--- config.mk ---
export PLATFORM = sky130hd
export DESIGN_NAME = cpu_sequencer
export DESIGN_NICKNAME = d
export VERILOG_FILES = /design/src/rtl/cpu_sequencer.sv
export SDC_FILE = /design/constraint.sdc
export NUM_CORES = 1
export LEC_CHECK = 0
export ABC_AREA = 0
export BUFFER_PORTS_ARGS = -buffer_cell sky130_fd_sc_hd__buf_4
export CORE_MARGIN = 4
export CORE_UTILIZATION = 29
export CTS_BUF_LIST = sky130_fd_sc_hd__clkbuf_2
export DETAILED_ROUTE_END_ITERATION = 16
export PLACE_DENSITY = 0.61
export SLEW_MARGIN = 10
export SYNTH_ARGS = -nofsm -noshare
export SYNTH_HDL_FRONTEND = slang
export SYNTH_SLANG_ARGS = --single-unit
--- constraint.sdc ---
create_clock -name clk -period 2.8 [get_ports clk]
set_input_delay 0 -clock clk [delete_from_list [all_inputs] [get_ports clk]]
set_output_delay 0 -clock clk [all_outputs]
set_load 0.02 [all_outputs]
--- src/rtl/cpu_sequencer.sv ---
// Cirno core control sequencer: owns PC and instruction register, fetches over a
// req/ack port, strobes the decoder and steps execute / data-memory phases.
module cpu_sequencer #(
    parameter int PC_W  = 8,
    parameter int CNT_W = 16
) (
    input  logic             clk,
    input  logic             rst_n,
    input  logic             start,
    output logic             imem_req,
    input  logic             imem_ack,
    input  logic [8:0]       imem_rdata,
    output logic [PC_W-1:0]  pc,
    output logic [8:0]       inst,
    output logic             decoder_en,
    input  logic [2:0]       inst_type,
    input  logic             branch,
    input  logic             branchi,
    input  logic [5:0]       immediate,
    input  logic             done,
    input  logic [PC_W-1:0]  br_target,
    output logic             alu_en,
    output logic             reg_wr_en,
    output logic             dmem_req,
    output logic             dmem_we,
    input  logic             dmem_ack,
    output logic             halted,
    output logic [CNT_W-1:0] retired
);
    typedef enum logic [2:0] {
        S_IDLE   = 3'd0,
        S_FETCH  = 3'd1,
        S_DECODE = 3'd2,
        S_EXEC   = 3'd3,
        S_MEM    = 3'd4,
        S_HALT   = 3'd5
    } state_t;

    localparam logic [2:0] T_ALU = 3'd1;
    localparam logic [2:0] T_IBR = 3'd2;
    localparam logic [2:0] T_RBR = 3'd3;
    localparam logic [2:0] T_MOV = 3'd4;
    localparam logic [2:0] T_ST  = 3'd5;
    localparam logic [2:0] T_LD  = 3'd6;
    localparam logic [PC_W-1:0] PC_ONE = {{(PC_W-1){1'b0}}, 1'b1};

    // Retired count sticks at all-ones instead of wrapping
    function automatic logic [CNT_W-1:0] sat_inc(input logic [CNT_W-1:0] v);
        if (&v) begin
            return v;
        end else begin
            return v + {{(CNT_W-1){1'b0}}, 1'b1};
        end
    endfunction

    state_t            state_r, state_s;
    logic [PC_W-1:0]   pc_r, pc_s;
    logic [8:0]        inst_r, inst_s;
    logic [CNT_W-1:0]  retired_r, retired_s;
    logic              mem_we_r, mem_we_s;
    logic              imem_req_r, dmem_req_r, decoder_en_r, halted_r;
    logic              alu_en_s, reg_wr_en_s;
    logic [PC_W-1:0]   br_off_s;

    assign br_off_s = {{(PC_W-6){immediate[5]}}, immediate};

    // Next-state, PC/retired update and execute-phase strobes
    always_comb begin
        state_s     = state_r;
        pc_s        = pc_r;
        inst_s      = inst_r;
        retired_s   = retired_r;
        mem_we_s    = mem_we_r;
        alu_en_s    = 1'b0;
        reg_wr_en_s = 1'b0;
        case (state_r)
            S_IDLE, S_HALT: begin
                if (start) begin
                    pc_s      = {PC_W{1'b0}};
                    retired_s = {CNT_W{1'b0}};
                    state_s   = S_FETCH;
                end else begin
                    state_s   = state_r;
                end
            end
            S_FETCH: begin
                if (imem_ack) begin
                    inst_s  = imem_rdata;
                    state_s = S_DECODE;
                end else begin
                    state_s = S_FETCH;
                end
            end
            S_DECODE: begin
                state_s = S_EXEC;
            end
            S_EXEC: begin
                state_s   = S_FETCH;
                retired_s = sat_inc(retired_r);
                pc_s      = pc_r + PC_ONE;
                case (inst_type)
                    T_ALU: begin
                        alu_en_s    = 1'b1;
                        reg_wr_en_s = 1'b1;
                    end
                    T_MOV: begin
                        reg_wr_en_s = 1'b1;
                    end
                    T_IBR: begin
                        if (done) begin
                            state_s   = S_HALT;
                            pc_s      = pc_r;
                            retired_s = retired_r;
                        end else if (branchi) begin
                            pc_s = pc_r + br_off_s;
                        end else begin
                            pc_s = pc_r + PC_ONE;
                        end
                    end
                    T_RBR: begin
                        if (branch) begin
                            pc_s = br_target;
                        end else begin
                            pc_s = pc_r + PC_ONE;
                        end
                    end
                    T_ST, T_LD: begin
                        // PC and retired advance only when the memory access completes
                        state_s   = S_MEM;
                        pc_s      = pc_r;
                        retired_s = retired_r;
                        mem_we_s  = (inst_type == T_ST);
                    end
                    default: begin
                        pc_s = pc_r + PC_ONE;
                    end
                endcase
            end
            S_MEM: begin
                if (dmem_ack) begin
                    pc_s        = pc_r + PC_ONE;
                    retired_s   = sat_inc(retired_r);
                    reg_wr_en_s = ~mem_we_r;
                    state_s     = S_FETCH;
                end else begin
                    state_s     = S_MEM;
                end
            end
            default: begin
                state_s = S_IDLE;
            end
        endcase
    end

    // State, architectural registers and request/strobe flops keyed off the next state
    always_ff @(posedge clk or negedge rst_n) begin
        if (!rst_n) begin
            state_r      <= S_IDLE;
            pc_r         <= {PC_W{1'b0}};
            inst_r       <= 9'd0;
            retired_r    <= {CNT_W{1'b0}};
            mem_we_r     <= 1'b0;
            imem_req_r   <= 1'b0;
            dmem_req_r   <= 1'b0;
            decoder_en_r <= 1'b0;
            halted_r     <= 1'b0;
        end else begin
            state_r      <= state_s;
            pc_r         <= pc_s;
            inst_r       <= inst_s;
            retired_r    <= retired_s;
            mem_we_r     <= mem_we_s;
            imem_req_r   <= (state_s == S_FETCH);
            dmem_req_r   <= (state_s == S_MEM);
            decoder_en_r <= (state_s == S_DECODE);
            halted_r     <= (state_s == S_HALT);
        end
    end

    assign pc         = pc_r;
    assign inst       = inst_r;
    assign retired    = retired_r;
    assign imem_req   = imem_req_r;
    assign dmem_req   = dmem_req_r;
    assign dmem_we    = dmem_req_r & mem_we_r;
    assign decoder_en = decoder_en_r;
    assign halted     = halted_r;
    assign alu_en     = alu_en_s;
    assign reg_wr_en  = reg_wr_en_s;
endmodule

## Word-level counts from Yosys, hierarchy flattened

Index checks and enable logic that the tools add are counted.

- Mux-type cells: 24
- Add/subtract/negate cells: 3
- Bitwise operators: 2
- Equality and inequality tests: 19
- Reduce and logical (&&, ||, !) cells: 9

Operators by type and width:

| cell | number |
|---|---|
| two-way mux 16 bit | 4 |
| case mux 16 bit (3 select lines) | 1 |
| case mux 8 bit (3 select lines) | 2 |
| two-way mux 8 bit | 5 |
| case mux 16 bit (2 select lines) | 1 |
| == test 3 bit, second input constant | 7 |
| adder 16 x 1 -> 16 bit, second input constant | 1 |
| AND reduction 16 bit | 1 |
| == test 3 x 2 -> 1 bit, second input constant | 5 |
| case mux 3 bit (5 select lines) | 1 |
| == test 3 x 1 -> 1 bit, second input constant | 3 |
| two-way mux 3 bit | 3 |
| adder 8 x 1 -> 8 bit, second input constant | 1 |
| adder 8 bit | 1 |
| != test 2 bit, second input constant | 3 |
| case mux 3 bit (2 select lines) | 1 |
| OR reduction 2 bit | 3 |
| AND reduction 5 bit | 1 |
| two-way mux 1 bit | 4 |
| AND reduction 2 bit | 2 |
| logical NOT 3 bit | 1 |
| != test 3 bit, second input constant | 1 |
| nonzero test 3 bit | 1 |
| two-way mux 2 bit | 1 |
| 3 further kinds | 3 |

- Bits of input ports: 34
- Register bits after elaboration: 41

## Longest topological paths before layout

Gate-level depths: netlist of the first run.

- Depth in word-level cells: 5
- Depth in mapped cells: 8

## Least setup slack after synthesis of the first run

No wires, ideal clock.

- Path kind: register -> register
- From: register pc_r[1], in the netlist pc[1]
- To: register pc_r[7], in the netlist pc[7]
- Setup time: 0.129 ns
- Clock period less this slack: 2.181 ns
- Stages on the path, launching flop included: 7
- Required time: 2.671 ns
- Arrival time: 2.052 ns
- Path buffers: 0
- Path slack: 0.619 ns
- Cells stage by stage: dfrtp_1 ha_1 a211oi_1 o21ai_0 a2111oi_0 nor3_1 a2111o_1

- Word-level cells in the longest chain between the ends: 5
- Elaborated cells on any way between the ends: 8

Ends and longest elaborated chain:

| what | RTL line | text |
|---|---|---|
| start: declaration | 57 | `logic [PC_W-1:0] pc_r, pc_s;` |
| start signal: assignment | 159 | `pc_r <= {PC_W{1'b0}};` |
| start signal: assignment | 169 | `pc_r <= pc_s;` |
| adder 8 x 1 -> 8 bit / adder 8 bit (equally long branches) | - |  |
| two-way mux 8 bit | 114 | `end else if (branchi) begin` |
| two-way mux 8 bit | 110 | `if (done) begin` |
| case mux 8 bit (3 select lines) | 101 | `case (inst_type)` |
| case mux 8 bit (3 select lines) (*) | 76 | `case (state_r)` |

Mark *: on every way between the ends. The rest lies on a longest branch, timed or not. The select of a mux whose other input is x is not followed.
A chain may end at the register's enable or synchronous reset.

## Worst setup path in the final report of the first run

- From: register state_r[2]
- To: register retired_r[10], in the netlist retired[10]

- Word-level cells in the longest chain between the ends: 4
- Elaborated cells on any way between the ends: 12

Ends and longest elaborated chain:

| what | RTL line | text |
|---|---|---|
| start: declaration | 56 | `state_t state_r, state_s;` |
| start signal: assignment | 168 | `state_r <= state_s;` |
| == test 3 bit / logical NOT 3 bit (equally long branches) | 76 |  |
| OR reduction 2 bit | 76 |  |
| != test 2 bit (no source line) / nonzero test 3 bit (equally long branches) | - |  |
| AND reduction 5 bit (no source line) | - |  |
| end signal: assignment | 161 | `retired_r <= {CNT_W{1'b0}};` |
| end signal: assignment | 171 | `retired_r <= retired_s;` |
| end: declaration | 59 | `logic [CNT_W-1:0] retired_r, retired_s;` |

Several ways; a longest one is shown, not always the timed one.

==> results of run 1 <==
[layer usage]
layer  wire length, um  share of wire (%)  up-vias  global-route usage, %
met3               437                4.8        8                   2.91
met5                 0                  0        -                      0
met2              4380                 48       79                   23.7
met1              4190                 46     1473                   21.0
li1                  -                  -     1475                      -
met4               125                1.4        0                   3.34
[flip-flops by register name, indices dropped and copies added (netlist names)]
name / flops
decoder_en: 1
dmem_req: 1
halted: 1
imem_req: 1
inst: 9
mem_we_r: 1
pc: 8
retired: 16
state_r: 3
[cells in the mapped netlist (6+ instances only)]
cell type / instances
nor3b_1: 6
clkbuf_1: 10
ha_1: 9
or3_1: 6
nor3_1: 7
nand2b_1: 7
o31ai_1: 13
mux2_2: 10
o211ai_1: 7
or4_1: 13
a31oi_1: 6
xor2_1: 7
dfrtp_1: 41
mux2i_1: 6
o21ai_0: 20
nor2_1: 15
nand2_1: 23
a21oi_1: 29
nand3_1: 10
[area by class of cell]
class | instances | area [um2] | area share [%]
multi-input combinational | 271 | 1880 | 47.7
clock inverter | 3 | 41.3 | 1.05
clock buffer | 5 | 25.0 | 0.635
tap | 136 | 170 | 4.32
inverter | 4 | 15.0 | 0.381
timing repair buffer | 98 | 781 | 19.8
sequential | 41 | 1030 | 26.0
[worst max-delay path: stages (launching register included)]
cell and delay [ps]:
dfrtp_1 570, nand3b_1 380, a211oi_4 460, nor2_2 310, or4b_1 570, a21oi_1 150
[power groups by stage]
stage | clock, uW | combinational, uW | sequential (uW)
2_1_floorplan | 0 | 887 | 1090
3_3_place_gp | 0 | 1530 | 969
3_5_place_dp | 0 | 1550 | 982
4_1_cts | 381 | 1580 | 970
5_1_grt | 407 | 1730 | 1000
6_report | 369 | 1580 | 966
[kinds of logic (layout without fill, tap and decap cells)]
group / after synthesis / count (layout) / synth area share [%]
AND/OR/NAND/NOR: 125 / 125 / 24.3
AO/OA/AOI/OAI: 109 / 109 / 24.3
multiplexers: 17 / 17 / 6.08
buffers and inverters: 24 / 110 / 3.93
XOR/XNOR: 10 / 10 / 3.14
adder cells (fa/ha/maj): 10 / 10 / 4.38
flip-flops: 41 / 41 / 33.9
[stage by stage]
stage               util, %  setup slack [ps]  std cells  cell area (um2)  hold WS, ps
detailed placement     36.1               379        532             3690         39.8
global route           38.5               131        558             3940         42.9
floorplan                 -               619        336             3030         -296
CTS                    38.5               318        558             3940         49.4
finish                 38.5               280        558             3940         79.4
global placement       36.1               495        532             3690         30.2
[placed cells by master, fill, tap and decap left out, types with 6 or more instances in the layout]
cell           count
nor3_1             7
or4_1             13
nor2_1            15
nand2b_1           7
o31ai_1           13
mux2_2            10
a31oi_1            6
dfrtp_1           41
a21oi_1           29
nor3b_1            6
buf_4             80
or3_1              6
nand3_1           10
o21ai_0           20
xor2_1             7
nand2_1           23
ha_1               9
mux2i_1            6
o211ai_1           7
dlygate4sd3_1     18
[worst max path at each step]
stage,to,from,cells past startpoint,slack [ps]
after floorplan,pc[7],pc[1],6,620
after global placement,retired[12],state_r[1],5,500
after detailed placement,retired[10],state_r[1],5,380
after CTS,retired[10],state_r[1],5,320
after global routing,retired[3],state_r[1],5,130
final,retired[10],state_r[2],5,280
==> impl_metrics.env, run 1 <==
export IMPL_powerDensity_nw_per_um2=741
export IMPL_pwr_share_comb_pct=54.3
export IMPL_cts_tree="yes"
export IMPL_p_int_uw=1600
export IMPL_grt_overflow=0
export IMPL_worstSetupPathType="flip-flop to flip-flop"
export IMPL_yosysSeqAreaShare_pct=33.9
export IMPL_io_pins=74
export IMPL_cts_buffer_depth=2
export IMPL_gp_congestion=0.926
export IMPL_clock_latency_ps=410
export IMPL_regToRegSetupSlack_ps=280
export IMPL_drt_pass1_iter_count=4
export IMPL_r2r_end="retired[10]"
export IMPL_dieArea_um2=12100
export IMPL_die_h_um=110
export IMPL_rsz0062_at_grt="false"
export IMPL_slew_viol_final=0
export IMPL_synth_cell_types=67
export IMPL_fp_dieW_um=110
export IMPL_startpoint_type="flip-flop"
export IMPL_irDropWorstVdd_v=0.000389
export IMPL_syn_to_final_growth_pct=30.2
export IMPL_hold_violations=0
export IMPL_via_count=3035
export IMPL_clk_pin_slew_ps=250
export IMPL_postRouteAntennaNets=0
export IMPL_antenna_found_initial=0
export IMPL_critical_path_max_fanout=29
export IMPL_crit_required_ps=3140
export IMPL_synthFlopType="dfrtp_1"
export IMPL_synth_area_um2=3030
export IMPL_min_delay_start="inst_type[2]"
export IMPL_r2r_start="state_r[2]"
export IMPL_start_util_pct=29.6
export IMPL_switching_share_pct=45.3
export IMPL_cts_hold_buf=18
export IMPL_post_cts_buffers=0
export IMPL_grt_usage_pct=14.9
export IMPL_vias_per_cell=5.44
export IMPL_async_flop_share_pct=100
export IMPL_portBuffers=73
export IMPL_synth_largest_type_area_fraction_pct=33.9
export IMPL_finalNetCount=465
export IMPL_antenna_cells=0
export IMPL_p_leak_uw=0.00166
export IMPL_drive_gt1_share_pct=26.3
export IMPL_synth_cells=336
export IMPL_total_power_uw=2920
export IMPL_hpwl_mm=6.71
export IMPL_core_area_um2=10200
export IMPL_cts_root_buf="clkbuf_2"
export IMPL_syn_nets=380
export IMPL_fin_crit_sh_pct=90.0
export IMPL_ff2ff_path_depth=5
export IMPL_avgSynthCellArea_um2=9.00
export IMPL_cp_end_kind="flip-flop"
export IMPL_period_needed_ps=2520
export IMPL_cp_arrival_ps=2860
export IMPL_p_seq_share_pct=33.1
export IMPL_fp_row_count=37
export IMPL_synth_edff_count=0
export IMPL_min_path_type="input pin to flip-flop"
export IMPL_yosys_warnings=0
export IMPL_clock_fmax_ghz=0.397
export IMPL_grt_pass1_vias=2841
export IMPL_clockPowerShare_pct=12.6
export IMPL_setup_viol=0
export IMPL_cts_sinks=41
export IMPL_finalSetupTns_ps=0
export IMPL_wl_mm=9.13
export IMPL_grt_max_degree=42
export IMPL_status="complete, no violations"
export IMPL_ys_seq_elements=41
export IMPL_synthTopCellsByArea="dfrtp_1 34%, a21oi_1 4.8%, ha_1 3.7%"
export IMPL_min_path_cells=4
export IMPL_drc_errors=0
export IMPL_worst_slew_pin_slew_ps=1020
export IMPL_cap_violations=0
export IMPL_detail_route_wl_per_cell_um=16.4
export IMPL_synth_top_area_cell="dfrtp_1"
export IMPL_min_to="pc[3]"
export IMPL_switching_power_uw=1320
export IMPL_drt_initial_drc_count=166
export IMPL_cts_buffers=5
export IMPL_skew_ps=17.8
export IMPL_cts_resized=0
export IMPL_grt_pass1_wl_mm=14.4
export IMPL_n_fill_cell=1049
export IMPL_cts_max_level=2
export IMPL_relSlewSlack_pct=32.2
Power figures use the tool's default switching activity.
==> run 2: changes to the inputs <==
- ABC_AREA: 0 -> 1
- PLACE_DENSITY: 0.61 -> 0.6
==> impl_metrics.env, run 2 <==
export IMPL_critical_path_max_fanout=22
export IMPL_cts_max_level=2
export IMPL_synth_area_um2=3110
export IMPL_post_cts_buffers=0
export IMPL_cp_end_kind="flip-flop"
export IMPL_cts_buffers=5
export IMPL_die_h_um=112
export IMPL_regToRegSetupSlack_ps=810
export IMPL_fp_dieW_um=112
export IMPL_cts_root_buf="clkbuf_2"
export IMPL_fin_crit_sh_pct=71.1
export IMPL_setup_viol=0
export IMPL_cp_arrival_ps=2310
export IMPL_yosysMostFrequentCell="nand2_1"
export IMPL_grt_usage_pct=13.5
export IMPL_final_common_cell="nand2_1"
export IMPL_m1WireLength_mm=4.11
export IMPL_placed_cells=650
export IMPL_drt_initial_drc_count=160
export IMPL_cap_violations=0
export IMPL_cts_resized=0
export IMPL_finalSetupTns_ps=0
export IMPL_crit_required_ps=3120
export IMPL_avgSynthCellArea_um2=6.95
export IMPL_max_stage_delay_ps=480
export IMPL_antenna_cells=0
export IMPL_fin_util_pct=38.5
export IMPL_r2r_end="retired[1]"
export IMPL_cts_sinks=41
export IMPL_instances_no_fill=675
export IMPL_synthTopCellsByArea="dfrtp_1 33%, nand2_1 17%, nor2_1 5.9%"
export IMPL_p_leak_uw=0.00197
export IMPL_startpoint_type="flip-flop"
export IMPL_min_delay_start="branchi"
export IMPL_postRouteAntennaNets=0
export IMPL_grt_max_degree=42
export IMPL_drc_errors=0
export IMPL_via_count=3162
export IMPL_yosys_warnings=0
export IMPL_skew_ps=12.4
export IMPL_period_needed_ps=1990
export IMPL_dr_wl_met2_mm=3.73
export IMPL_path_common_cell="nand2_1"
export IMPL_synth_top_area_cell="dfrtp_1"
export IMPL_clock_fmax_ghz=0.502
export IMPL_worstSetupPathType="flip-flop to flip-flop"
export IMPL_ff2ff_path_depth=12
export IMPL_synthFlopType="dfrtp_1"
export IMPL_ys_seq_elements=41
export IMPL_detail_route_wl_per_cell_um=12.5
export IMPL_clock_latency_ps=400
export IMPL_drive_gt1_share_pct=21.5
export IMPL_dieArea_um2=12400
export IMPL_slew_viol_final=0
export IMPL_hpwl_mm=6.48
export IMPL_clk_pin_slew_ps=220
export IMPL_synth_edff_count=0
export IMPL_irDropWorstVdd_v=0.000369
export IMPL_synth_cell_types=40
export IMPL_gp_congestion=0.832
export IMPL_antenna_found_initial=0
export IMPL_powerDensity_nw_per_um2=773
export IMPL_crit_path_top_delay_cell="dfrtp_1"
export IMPL_syn_to_final_growth_pct=28.6
export IMPL_synth_largest_type_area_fraction_pct=33.0
export IMPL_min_path_type="input pin to flip-flop"
export IMPL_worst_slew_pin_slew_ps=526
export IMPL_io_pins=74
export IMPL_grt_pass1_wl_mm=14.4
export IMPL_yosysSeqAreaShare_pct=33.0
export IMPL_min_to="pc[5]"
export IMPL_n_fill_cell=1113
export IMPL_portBuffers=73
export IMPL_yosys_top_cells_count="142 x nand2_1, 49 x nor2_1, 46 x inv_1, 41 x dfrtp_1, 35 x nand3_1"
export IMPL_largest_register_ffs=16
export IMPL_drt_pass1_iter_count=4
export IMPL_min_path_cells=6
export IMPL_relSlewSlack_pct=64.9
export IMPL_syn_nets=491
export IMPL_start_util_pct=30.0
export IMPL_layout_area_seq_um2=1030
export IMPL_status="complete, no violations"
export IMPL_topRoutingLayerUsed="met4"
export IMPL_wl_mm=8.42
export IMPL_vias_per_cell=4.68
export IMPL_core_area_um2=10400
export IMPL_hold_violations=0
export IMPL_cts_buffer_depth=2
export IMPL_path_cells="ha_1 > nand2_1 > nor2_1 > nand2_1 > inv_1 > nand2_1 > nor2_1 > nand3_1 > nand2_4 > inv_6 > nand3_1 > o21ai_2"
export IMPL_grt_pass1_vias=3060
export IMPL_grt_overflow=0
export IMPL_fp_row_count=37
export IMPL_multi_input_area_um2=1800
export IMPL_cts_tree="yes"
export IMPL_r2r_start="retired[0]"
export IMPL_rsz0062_at_grt="false"
export IMPL_final_cell_mix="142 x nand2_1, 73 x buf_4, 49 x nor2_1"
export IMPL_async_flop_share_pct=100
export IMPL_finalNetCount=582
export IMPL_synth_cells=447
export IMPL_wl_met3_um=538
run 2: cell count changes after synthesis, sizes merged, moves of 7 or more:
cell and change:
inv +48, a21oi -7, o31ai -13, mux2 -11, nand2b -7, nand2 +132
nor2 +37, nand3 +27, or4 -13, nor3b -7, clkbuf -8
run 2: cell type report:
class | instances | area share [%]
inverter | 54 | 5.51
clock buffer | 6 | 0.751
timing repair buffer | 90 | 18.0
sequential | 41 | 25.7
multi-input combinational | 346 | 45.0
clock inverter | 2 | 0.845
tap | 136 | 4.26
run 2: worst max path at each step:
| stage | endpoint | slack (ps) | depth (start not counted) | start |
|---|---|---|---|---|
| final | retired[1] | 810 | 12 | retired[0] |
| after global routing | retired[1] | 590 | 12 | retired[0] |
| after CTS | retired[1] | 790 | 12 | retired[0] |
| after detailed placement | retired[1] | 820 | 12 | retired[0] |
| after global placement | pc[2] | 830 | 9 | pc[0] |
| after floorplan | pc[2] | 990 | 9 | pc[0] |
run 2: through the flow:
stage                     setup slack (ps)  instance area, um2  total power (uW)  hold slack (ps)
final                                  808                4000              3090             63.4
after CTS                              792                4000              3120             6.62
after global placement                 828                3760              2670             16.3
after floorplan                        985                3110              2250             -296
after detailed placement               824                3760              2700             24.8
after global routing                   589                4000              3370             26.8
run 2: power by group:
part	internal (uW)	switching [uW]	total, uW
Clock	152	198	350
Combinational	670	1120	1790
Sequential	756	192	948
run 2: kinds of logic (layout without fill, tap and decap cells):
| group | Yosys count | after routing | share of synthesized area (%) |
|---|---|---|---|
| xor+xnor | 13 | 13 | 3.66 |
| buf+inv | 60 | 152 | 9.10 |
| flops | 41 | 41 | 33.0 |
| fa+ha+maj | 10 | 10 | 4.27 |
| compound gates | 56 | 56 | 10.9 |
| simple gates | 267 | 267 | 39.0 |
run 2: metal layers:
| layer | global-route usage (%) | vias up |
|---|---|---|
| met5 | 0 | - |
| met2 | 21.3 | 113 |
| li1 | - | 1614 |
| met1 | 19.4 | 1431 |
| met3 | 2.88 | 4 |
| met4 | 1.87 | 0 |
run 2: worst max-delay path, delay by kind of cell (launching register included):
kind,cells,cell delay (ps)
AND/OR/NAND/NOR,8,910
flip-flops,1,480
adder cells (fa/ha/maj),1,230
AO/OA/AOI/OAI,1,60
buffers and inverters,2,230
run 2: what timing repair did:
action | CTS | global route
endpoints found under the setup margin | 0 | 0
hold buffers | 17 | 0
endpoints found under the hold margin | 56 | 0
==> run 3: changes to the inputs <==
- PLACE_DENSITY: 0.6 -> 0.62
- clock period: 2.8 -> 1.7 ns (I/O delays scaled with it)
==> impl_metrics.env, run 3 (same netlist as run 2, synthesis figures left out) <==
export IMPL_cts_sinks=41
export IMPL_worst_slew_pin_slew_ps=552
export IMPL_start_util_pct=30.0
export IMPL_grt_pass1_vias=3363
export IMPL_largest_register_ffs=16
export IMPL_cp_arrival_ps=2130
export IMPL_postRouteAntennaNets=0
export IMPL_placed_cells=681
export IMPL_drt_initial_drc_count=162
export IMPL_clk_pin_slew_ps=250
export IMPL_dpl_instance_area_um2=4020
export IMPL_clock_fmax_ghz=0.565
export IMPL_finalSetupTns_ps=-1130
export IMPL_final_cell_mix="134 x nand2_1, 106 x buf_4, 45 x inv_1"
export IMPL_syn_to_final_growth_pct=45.7
export IMPL_period_needed_ps=1770
export IMPL_wl_mm=9.37
export IMPL_gp_congestion=0.855
export IMPL_die_h_um=112
export IMPL_instances_no_fill=715
export IMPL_fin_ws_ps=-70.8
export IMPL_hold_violations=0
export IMPL_startpoint_type="flip-flop"
export IMPL_status="finished with violations"
export IMPL_fp_row_count=37
export IMPL_core_area_um2=10400
export IMPL_setup_viol=24
export IMPL_crit_required_ps=2060
export IMPL_cp_end_kind="flip-flop"
export IMPL_irDropWorstVdd_v=0.000684
export IMPL_cap_violations=0
export IMPL_antenna_cells=0
export IMPL_clock_latency_ps=420
export IMPL_grt_pass1_wl_mm=15.8
export IMPL_cts_tree="yes"
export IMPL_skew_ps=23.1
export IMPL_cts_max_level=2
export IMPL_cts_buffer_depth=2
export IMPL_grt_usage_pct=14.9
export IMPL_fin_crit_sh_pct=104
export IMPL_via_count=3396
export IMPL_min_path_type="input pin to asynchronous set/reset pin"
export IMPL_cts_root_buf="clkbuf_2"
export IMPL_drt_pass1_iter_count=4
export IMPL_multi_input_area_um2=1950
export IMPL_cts_buffers=5
export IMPL_detail_route_wl_per_cell_um=13.1
export IMPL_p_leak_uw=0.00220
export IMPL_worstSetupPathType="flip-flop to flip-flop"
export IMPL_layout_area_seq_um2=1030
export IMPL_fin_area_um2=4530
export IMPL_finalNetCount=622
export IMPL_fp_dieW_um=112
export IMPL_n_fill_cell=1089
export IMPL_rsz0062_at_grt="true"
export IMPL_total_power_uw=6010
export IMPL_drc_errors=0
export IMPL_portBuffers=73
export IMPL_violations="negative setup slack"
export IMPL_slew_viol_final=0
export IMPL_final_common_cell="nand2_1"
export IMPL_grt_overflow=0
export IMPL_drive_gt1_share_pct=33.9
export IMPL_relSlewSlack_pct=63.2
export IMPL_powerDensity_nw_per_um2=1330
export IMPL_hpwl_mm=7.00
export IMPL_io_pins=74
export IMPL_antenna_found_initial=0
export IMPL_critical_path_max_fanout=7
export IMPL_grt_max_degree=42
export IMPL_dieArea_um2=12400
export IMPL_vias_per_cell=4.75
-- run 3: worst max-delay path: stages, from the launching register on --
cell,delay (ps)
dfrtp_1,490
nor2_2,180
nand2_2,100
buf_6,120
or2_4,250
nand2_4,70
nor2_4,50
nand2_8,80
inv_8,40
nand2_8,90
buf_8,130
nand2_2,40
o21ai_1,60
-- run 3: layout make-up --
class / count / share of cell area, %
Clock buffer: 5 / 0.553
Clock inverter: 3 / 1.52
Inverter: 54 / 5.09
Multi-Input combinational cell: 346 / 43.1
Sequential cell: 41 / 22.8
Tap cell: 136 / 3.76
Timing Repair Buffer: 130 / 23.1
-- run 3: metrics by stage --
step | hold WS (ps) | util [%] | setup slack (ps)
2_1_floorplan | -296 | - | 0.904
3_3_place_gp | 28.1 | 38.8 | 43.3
3_5_place_dp | 33.4 | 38.8 | -11.5
4_1_cts | 31.8 | 42.2 | -11.3
5_1_grt | 71.2 | 43.7 | -146
6_report | 57.7 | 43.7 | -70.8
-- run 3: worst paths after layout --
check                             startpoint    endpoint  slack (ps)  cells past startpoint
worst min-delay path                   rst_n     inst[1]          60                      2
min in group clk                br_target[6]       pc[6]          60                      6
worst min register to register       inst[7]     inst[7]         520                      2
worst max register to register    state_r[0]  retired[3]         -70                     12
worst max-delay path              state_r[0]  retired[3]         -70                     12
max in group asynchronous              rst_n       pc[1]        1230                      2
-- run 3: where the power goes --
part / leakage, uW / switching, uW / total, uW / internal [uW]
registers: 0.000531 / 242 / 1500 / 1250
logic: 0.00162 / 2190 / 3740 / 1550
clock network: 0.0000536 / 373 / 774 / 401
total: 0.00220 / 2800 / 6010 / 3200
-- run 3: per-layer routing --
| metal | GRT usage (%) | wire (um) |
|---|---|---|
| met4 | 2.51 | 55 |
| met3 | 2.61 | 537 |
| met5 | 0 | 0 |
| met2 | 25.1 | 4410 |
| met1 | 20.5 | 4360 |
-- run 3: what timing repair did --
| action | CTS | global route |
|---|---|---|
| hold buffers | 19 | 0 |
| pin swaps | 4 | 13 |
| endpoints found under the hold margin | 63 | 0 |
| setup buffers | 6 | 2 |
| gates resized for setup | 10 | 39 |
| endpoints found under the setup margin | 3 | 28 |
